$ cat src/rtl/mul_div_unit_pkg.sv
`default_nettype none
// ============================================================================
// Module      : mul_div_unit_pkg
// Description : Shared constants and types for the EX-stage multiply/divide
//               unit: MDOp encodings, mfhi/mflo select values used by the
//               decoder, the arithmetic result bundle and a counter-width
//               helper.
// Revision    : 1.0 - initial release
// ============================================================================
package mul_div_unit_pkg;

    // MDOp encodings; 3'b110 and 3'b111 are no-ops.
    localparam logic [2:0] MD_MULT  = 3'b000;
    localparam logic [2:0] MD_MULTU = 3'b001;
    localparam logic [2:0] MD_DIV   = 3'b010;
    localparam logic [2:0] MD_DIVU  = 3'b011;
    localparam logic [2:0] MD_MTHI  = 3'b100;
    localparam logic [2:0] MD_MTLO  = 3'b101;

    // Decoder select for the mfhi/mflo read mux.
    localparam logic MF_SEL_LO = 1'b0;
    localparam logic MF_SEL_HI = 1'b1;

    // Output of the pure arithmetic core.
    typedef struct packed {
        logic        wr;  // 0 for divide-by-zero: HI/LO must stay untouched
        logic [31:0] hi;
        logic [31:0] lo;
    } md_result_t;

    // Bits needed to hold max(a, b) in a down-counter.
    function automatic int cnt_width(input int a, input int b);
        int m;
        m = (a > b) ? a : b;
        return $clog2(m + 1);
    endfunction

endpackage
`default_nettype wire

$ cat src/rtl/mul_div_unit_core.sv
`default_nettype none
// ============================================================================
// Module      : mul_div_unit_core
// Description : Pure combinational arithmetic for mult/multu/div/divu.
//               Signed ops are done on magnitudes with a single unsigned
//               multiplier and divider, and the signs are fixed up afterwards:
//               quotient negative when operand signs differ, remainder takes
//               the dividend's sign. This also handles 0x80000000 / -1
//               naturally (magnitude 0x80000000 negates to itself).
// Ports       : i_op  - MDOp encoding
//               i_a   - rs operand (dividend / multiplicand)
//               i_b   - rt operand (divisor / multiplier)
//               o_res - {wr, hi, lo}; wr low for divide-by-zero and non-arith
// Revision    : 1.0 - initial release
// ============================================================================
module mul_div_unit_core
    import mul_div_unit_pkg::*;
(
    input  logic [2:0]  i_op,
    input  logic [31:0] i_a,
    input  logic [31:0] i_b,
    output md_result_t  o_res
);

    logic        w_signed;
    logic        w_a_neg;
    logic        w_b_neg;
    logic        w_b_nz;
    logic [31:0] w_a_mag;
    logic [31:0] w_b_mag;
    logic [31:0] w_div_b;
    logic [63:0] w_prod_mag;
    logic [63:0] w_prod;
    logic [31:0] w_quot_mag;
    logic [31:0] w_rem_mag;
    logic [31:0] w_quot;
    logic [31:0] w_rem;

    assign w_signed   = (i_op == MD_MULT) || (i_op == MD_DIV);
    assign w_a_neg    = w_signed & i_a[31];
    assign w_b_neg    = w_signed & i_b[31];
    assign w_b_nz     = |i_b;

    assign w_a_mag    = w_a_neg ? (32'd0 - i_a) : i_a;
    assign w_b_mag    = w_b_neg ? (32'd0 - i_b) : i_b;

    assign w_prod_mag = {32'd0, w_a_mag} * {32'd0, w_b_mag};
    assign w_prod     = (w_a_neg ^ w_b_neg) ? (64'd0 - w_prod_mag) : w_prod_mag;

    // Keep the divider away from a zero divisor; the result is discarded anyway.
    assign w_div_b    = w_b_nz ? w_b_mag : 32'd1;
    assign w_quot_mag = w_a_mag / w_div_b;
    assign w_rem_mag  = w_a_mag % w_div_b;
    assign w_quot     = (w_a_neg ^ w_b_neg) ? (32'd0 - w_quot_mag) : w_quot_mag;
    assign w_rem      = w_a_neg ? (32'd0 - w_rem_mag) : w_rem_mag;

    always_comb begin
        o_res = '0;
        case (i_op)
            MD_MULT, MD_MULTU: begin
                o_res.wr = 1'b1;
                o_res.hi = w_prod[63:32];
                o_res.lo = w_prod[31:0];
            end
            MD_DIV, MD_DIVU: begin
                o_res.wr = w_b_nz;
                o_res.hi = w_rem;
                o_res.lo = w_quot;
            end
            default: o_res = '0;
        endcase
    end

endmodule
`default_nettype wire

$ cat src/rtl/mul_div_unit.sv
`default_nettype none
// ============================================================================
// Module      : mul_div_unit
// Description : Multi-cycle multiply/divide unit with HI/LO registers. The
//               result is computed when the op is accepted and held; busy is
//               then asserted for MULT_CYCLES / DIV_CYCLES cycles and HI/LO are
//               written on the edge where busy drops. mthi/mtlo write at once
//               when idle. Any start while busy is ignored.
// Ports       : clk   - rising-edge clock
//               reset - asynchronous active-high reset
//               start - EX-stage instruction is an MD op
//               MDOp  - operation select
//               A, B  - rs / rt operands
//               busy  - mult/div in flight
//               HI,LO - HI/LO registers
// Revision    : 1.0 - initial release
// ============================================================================
module mul_div_unit
    import mul_div_unit_pkg::*;
#(
    parameter int MULT_CYCLES = 5,   // must be >= 1
    parameter int DIV_CYCLES  = 10   // must be >= 1
) (
    input  logic        clk,
    input  logic        reset,
    input  logic        start,
    input  logic [2:0]  MDOp,
    input  logic [31:0] A,
    input  logic [31:0] B,
    output logic        busy,
    output logic [31:0] HI,
    output logic [31:0] LO
);

    localparam int c_CNT_W = cnt_width(MULT_CYCLES, DIV_CYCLES);
    localparam logic [c_CNT_W-1:0] c_CNT_ONE  = c_CNT_W'(1);
    localparam logic [c_CNT_W-1:0] c_CNT_MULT = c_CNT_W'(MULT_CYCLES);
    localparam logic [c_CNT_W-1:0] c_CNT_DIV  = c_CNT_W'(DIV_CYCLES);

    localparam logic [1:0] c_ST_IDLE = 2'd0;
    localparam logic [1:0] c_ST_MUL  = 2'd1;
    localparam logic [1:0] c_ST_DIV  = 2'd2;

    logic [1:0]         r_state;
    logic [1:0]         w_state_next;
    logic [c_CNT_W-1:0] r_cnt;
    md_result_t         r_pend;
    md_result_t         w_core_res;
    logic [31:0]        r_hi;
    logic [31:0]        r_lo;

    logic w_idle;
    logic w_busy;
    logic w_commit;
    logic w_launch;
    logic w_mthi;
    logic w_mtlo;

    mul_div_unit_core u_core (
        .i_op  (MDOp),
        .i_a   (A),
        .i_b   (B),
        .o_res (w_core_res)
    );

    // ---------------- state register ----------------
    always_ff @(posedge clk or posedge reset) begin
        if (reset) begin
            r_state <= c_ST_IDLE;
        end else begin
            r_state <= w_state_next;
        end
    end

    // ---------------- next-state logic ----------------
    always_comb begin
        w_state_next = r_state;
        case (r_state)
            c_ST_IDLE: begin
                if (start) begin
                    if ((MDOp == MD_MULT) || (MDOp == MD_MULTU)) begin
                        w_state_next = c_ST_MUL;
                    end else if ((MDOp == MD_DIV) || (MDOp == MD_DIVU)) begin
                        w_state_next = c_ST_DIV;
                    end
                end
            end
            c_ST_MUL, c_ST_DIV: begin
                if (r_cnt == c_CNT_ONE) begin
                    w_state_next = c_ST_IDLE;
                end
            end
            default: w_state_next = c_ST_IDLE;
        endcase
    end

    // ---------------- output / control decode ----------------
    always_comb begin
        w_idle   = (r_state == c_ST_IDLE);
        w_busy   = !w_idle;
        w_commit = w_busy && (r_cnt == c_CNT_ONE);
        // Ops 000..011 are exactly those with MDOp[2] clear.
        w_launch = w_idle && start && !MDOp[2];
        w_mthi   = w_idle && start && (MDOp == MD_MTHI);
        w_mtlo   = w_idle && start && (MDOp == MD_MTLO);
    end

    // ---------------- datapath registers ----------------
    always_ff @(posedge clk or posedge reset) begin
        if (reset) begin
            r_cnt  <= '0;
            r_pend <= '0;
            r_hi   <= '0;
            r_lo   <= '0;
        end else begin
            if (w_launch) begin
                // MDOp[1] distinguishes div/divu from mult/multu here.
                r_cnt  <= MDOp[1] ? c_CNT_DIV : c_CNT_MULT;
                r_pend <= w_core_res;
            end else if (w_busy) begin
                r_cnt <= r_cnt - c_CNT_ONE;
            end

            if (w_commit && r_pend.wr) begin
                r_hi <= r_pend.hi;
                r_lo <= r_pend.lo;
            end

            if (w_mthi) begin
                r_hi <= A;
            end
            if (w_mtlo) begin
                r_lo <= A;
            end
        end
    end

    assign busy = w_busy;
    assign HI   = r_hi;
    assign LO   = r_lo;

endmodule
`default_nettype wire

$ cat config.mk
export PLATFORM = sky130hd
export DESIGN_NAME = mul_div_unit
export DESIGN_NICKNAME = d
export VERILOG_FILES = /design/src/rtl/mul_div_unit_pkg.sv /design/src/rtl/mul_div_unit_core.sv /design/src/rtl/mul_div_unit.sv
export SDC_FILE = /design/constraint.sdc
export NUM_CORES = 2
export LEC_CHECK = 0
export BUFFER_PORTS_ARGS = -buffer_cell sky130_fd_sc_hd__buf_2
export CAP_MARGIN = 0
export CORE_MARGIN = 2
export CORE_UTILIZATION = 65
export DETAILED_ROUTE_END_ITERATION = 12
export PLACE_DENSITY = 0.82
export SYNTH_ARGS = -nofsm -noshare
export SYNTH_HDL_FRONTEND = slang
export SYNTH_SLANG_ARGS = --single-unit
$ cat constraint.sdc
create_clock -name clk -period 5.65 [get_ports clk]
set_clock_uncertainty 0.2 [all_clocks]
set_input_delay 1.4125 -clock clk [delete_from_list [all_inputs] [get_ports clk]]
set_output_delay 1.4125 -clock clk [all_outputs]
set_load 0.05 [all_outputs]
==> run metrics, run 1 <==
outcome=did not finish; last stage reached=clock tree synthesis; error that ended the run=[ERROR DPL-0033] detailed placement checks failed during check placement.; clock sink count=135; area of the mapped netlist=0.0749 mm2; Gate Count Post-Synth=10000; fraction of registers with async set/reset=100%; most area-consuming cells after synthesis=fa_1 24%, ha_1 13%, nand2_1 7.5%; buffer levels on the longest clock path=2; number of buffers added for setup after CTS=266; top-area cell type share of the netlist area=24.0%; Starting Density=65.5%; warning count from the yosys run=0; routability congestion estimate=1.24; die extent in x=343 um; clock buffers created by TritonCTS=17; Post-synth top flop=dfrtp_1; synth unique cells=112; root buf cell=clkbuf_16; Boundary Pins=135; sequential-to-total area share from yosys stat=4.51%; cell type with the highest aggregate area in the netlist=fa_1; Die Height=343 um; number of gates resized after CTS=604; hold-fix buffer count after cts=0; number of core rows=124; half-perimeter wire length of the detailed placement result=344000 um; count of port buffers added during placement=134; number of H-tree levels=4; post-synth net total=11800; synthesized area per cell=7.47 um2; number of enable-type register cells in the synthesized netlist=0; post-synthesis register bit count=135
==> logic make-up after synthesis <==
logic type / after synthesis / synth area share [%]
xor gates and xnor gates: 604 / 7.06
muxes: 109 / 1.54
adders and majority gates: 1697 / 37.3
AOI/OAI and AO/OA: 2309 / 20.1
DFF: 135 / 4.51
and+or+nand+nor: 3527 / 21.1
buffers and inverters: 1648 / 8.39
==> synth_stat cells, types with 17 or more instances <==
master,count
a2111oi_0,17
a211o_1,28
a211oi_1,76
a21boi_0,31
a21o_1,193
a21oi_1,638
a221oi_1,26
a311oi_1,20
a31oi_1,120
a32oi_1,17
and2_1,44
and3_1,66
and4_1,24
buf_1,51
buf_2,27
clkbuf_1,352
dfrtp_1,135
fa_1,897
ha_1,800
inv_1,1189
mux2_2,53
mux2i_1,56
nand2_1,1491
nand2b_1,68
nand3_1,196
nand4_1,89
nor2_1,1001
nor2b_1,54
nor3_1,196
nor4_1,47
o2111ai_1,22
o211a_1,20
o211ai_1,69
o21a_1,147
o21ai_0,445
o21ai_1,23
o21bai_1,64
o22ai_1,61
o31a_1,17
o31ai_1,53
or2_2,68
or3_1,61
or4_1,33
xnor2_1,348
xor2_1,256
==> metrics by stage <==
stage	cell area (um2)	worst slack, ps	utilization (%)	setup TNS (ps)	std cells
floorplan	77800	-60290	-	-3815470	10000
global placement	101000	-63370	88.6	-3986250	14300
detailed placement	101000	-68200	88.6	-4295730	14300
==> inputs of run 2 (changes only) <==
--- a/config.mk
+++ b/config.mk
@@ -8,9 +8,9 @@
 export BUFFER_PORTS_ARGS = -buffer_cell sky130_fd_sc_hd__buf_2
 export CAP_MARGIN = 0
 export CORE_MARGIN = 2
-export CORE_UTILIZATION = 65
+export CORE_UTILIZATION = 40
 export DETAILED_ROUTE_END_ITERATION = 12
-export PLACE_DENSITY = 0.82
+export PLACE_DENSITY_LB_ADDON = 0.15
 export SYNTH_ARGS = -nofsm -noshare
 export SYNTH_HDL_FRONTEND = slang
 export SYNTH_SLANG_ARGS = --single-unit
==> run 2 against run 1 <==
Compared with the run above: the flow now finishes, with violations (negative setup slack); area after synthesis did not move; synthesized cell count did not move.
==> run metrics, run 2 <==
Highest Clock Rate=14.9 MHz; Clock Latency Late Sink=440 ps; worst path buffer plus inverter count=52; most frequent standard cell in the layout excluding fill and tap cells=buf_4; critical path's slowest cell=or4_4; share of the clock period used by the worst path=1190%; setup repair after global routing missed its margin=true; category of the critical setup timing path=input port to flop; count of fill cells added during filler insertion=17100; via density per instance=5.77; met3 usage in global routing=10.9%; core region area=0.186 mm2; root buf cell=clkbuf_16; cell type with the highest aggregate area in the netlist=fa_1; startpoint type of the worst setup path=input port; top-area cell type share of the netlist area=24.0%; TNS Setup=-3902280 ps; fraction of layout instances using a drive strength above 1=37.1%; sequential-to-total area share from yosys stat=4.51%; global routing usage on met1=55.7%; area of the mapped netlist=0.0749 mm2; number of pins with negative max-slew slack in the final report=0; synth unique cells=112; met2 track demand over resource=65.2%; reported max-cap violation count=0; count of port buffers added during placement=134; gr busiest metal=met2; clock sink count=135; routability congestion estimate=1.08; hold-fix buffer count after cts=0; number of enable-type register cells in the synthesized netlist=0; outcome=finished with violations; tightest slew margin relative to the limit=22.7%; post-synthesis register bit count=135; post-synth net total=11800; worst reg-to-reg setup slack=2240 ps; pin count of the biggest net entering global routing=72; number of H-tree levels=4; slew at the pin with the worst max-slew slack=1150 ps; remaining global-route overflow=0; signed area change from the synthesized netlist to the final layout=50.3%; violations in the final reports=negative setup slack; time the final worst path needs with I/O delays and setup=67160 ps; most instantiated cells after synthesis=1491 x nand2_1, 1189 x inv_1, 1001 x nor2_1; most area-consuming cells after synthesis=fa_1 24%, ha_1 13%, nand2_1 7.5%; final worst hold slack=281 ps; peak fanout along the critical path=10; buffer levels on the longest clock path=2; via count of the first global-routing pass=91700; dominant delay contributor by cell family on the critical path=compound AO/OA/AOI/OAI gates; first-pass iteration count of the detailed router=6; synthesized area per cell=7.47 um2; largest stage delay on the critical path=620 ps; Post-Place Cells=15500; wire length of the first global-routing pass=610000 um; warning count from the yosys run=0; overall routed net length=424000 um; Starting Density=40.3%; Post-synth top flop=dfrtp_1; data arrival time of the critical path=67290 ps; Boundary Pins=135; leading cell types in the layout, fill and taps excluded=3482 x buf_4, 1434 x nand2_1, 1164 x inv_1; worst min-delay path category=flop to flop; layout net count=15100; crit path setup slack, layout=-61510 ps; number of core rows=158; # DRC=0; global-route usage over all layers=43.1%; fraction of registers with async set/reset=100%; clock-pin slew reported for the worst setup and hold paths after clock tree synthesis=60 ps; Final Hold Vio Count=0; Gate Count Post-Synth=10000; DIE AREA=0.191 mm2; Finished Layout Cells=15900; largest reg by FF count=r_pend; half-perimeter wire length of the detailed placement result=351000 um; cell with the most instances after synthesis=nand2_1; overall via count from detail_route=91700; post-route antenna net violation count=0; Die Height=437 um; clock buffers created by TritonCTS=17; required arrival time at the worst endpoint=5770 ps; final setup violation count=64; kind of end point of the critical path=flop; CTS tree=done; DRT iter0 DRCs=8965; average wire per cell in the routed design=26.7 um; die extent in x=437 um; number of flip-flops in the largest register=65; initial antenna violation count=39
## run 2: cell counts after synthesis
No cell type changed its count.
## run 2: worst paths after layout
check / start / endpoint / cells past startpoint
worst max-delay path: B[0] / r_pend[63] / 351
worst min-delay path: r_pend[30] / r_pend[30] / 2
worst max register to register: r_state[0] / LO[14] / 8
worst min register to register: r_pend[30] / r_pend[30] / 2
max in group asynchronous: reset / r_pend[59] / 3
min in group asynchronous: reset / HI[17] / 2
## run 2: kinds of logic (layout without fill, tap and decap cells)
logic type | after synthesis | count (layout) | share of synthesized area [%]
AOI/OAI and AO/OA | 2309 | 2309 | 20.1
xor gates and xnor gates | 604 | 604 | 7.06
adders and majority gates | 1697 | 1697 | 37.3
buffers and inverters | 1648 | 4995 | 8.39
DFF | 135 | 135 | 4.51
muxes | 109 | 109 | 1.54
other | 0 | 19 | 0
and+or+nand+nor | 3527 | 3527 | 21.1
## run 2: stage by stage
step	utilization [%]	worst slack, ps	cell area [um2]
floorplan	-	-60290	77800
global placement	56.3	-67570	105000
detailed placement	56.3	-68430	105000
CTS	58.4	-61010	109000
global route	60.6	-64040	113000
finish	60.6	-61510	113000
## run 2: layout make-up
class	count	area, um2	share of cell area [%]
clock buffer	20	457	0.406
timing repair inverter	1	8.76	0.00778
multi-input combinational	8246	72000	63.9
inverter	1206	4550	4.04
antenna	19	47.5	0.0422
tap	2480	3100	2.76
sequential	135	3380	3.00
clock inverter	12	151	0.134
timing repair buffer	3756	28900	25.7
## run 2: repair_timing
action                                  CTS  global route
pin swaps                               268           327
buffers inserted                        152           156
endpoints found under the setup margin   64            64
gates cloned                              3             5
resized for setup                       469           571
## run 2: per-layer routing
| metal | part of all wire (%) | vias to the layer above | routed length (um) |
|---|---|---|---|
| li1 | - | 40700 | - |
| met1 | 39 | 44800 | 166000 |
| met2 | 42 | 4897 | 178000 |
| met3 | 11 | 1276 | 47600 |
| met4 | 7.6 | 26 | 32300 |
| met5 | 0.048 | - | 202 |
## run 2: worst min-delay path, cell delays in order, from the launching register on
cell and delay, ps:
dfrtp_1 350, nand2_1 50, nand2_1 50
Power of run 2 is not shown: default switching activity piles up to over one toggle a cycle in this logic, so the estimate is an artifact.
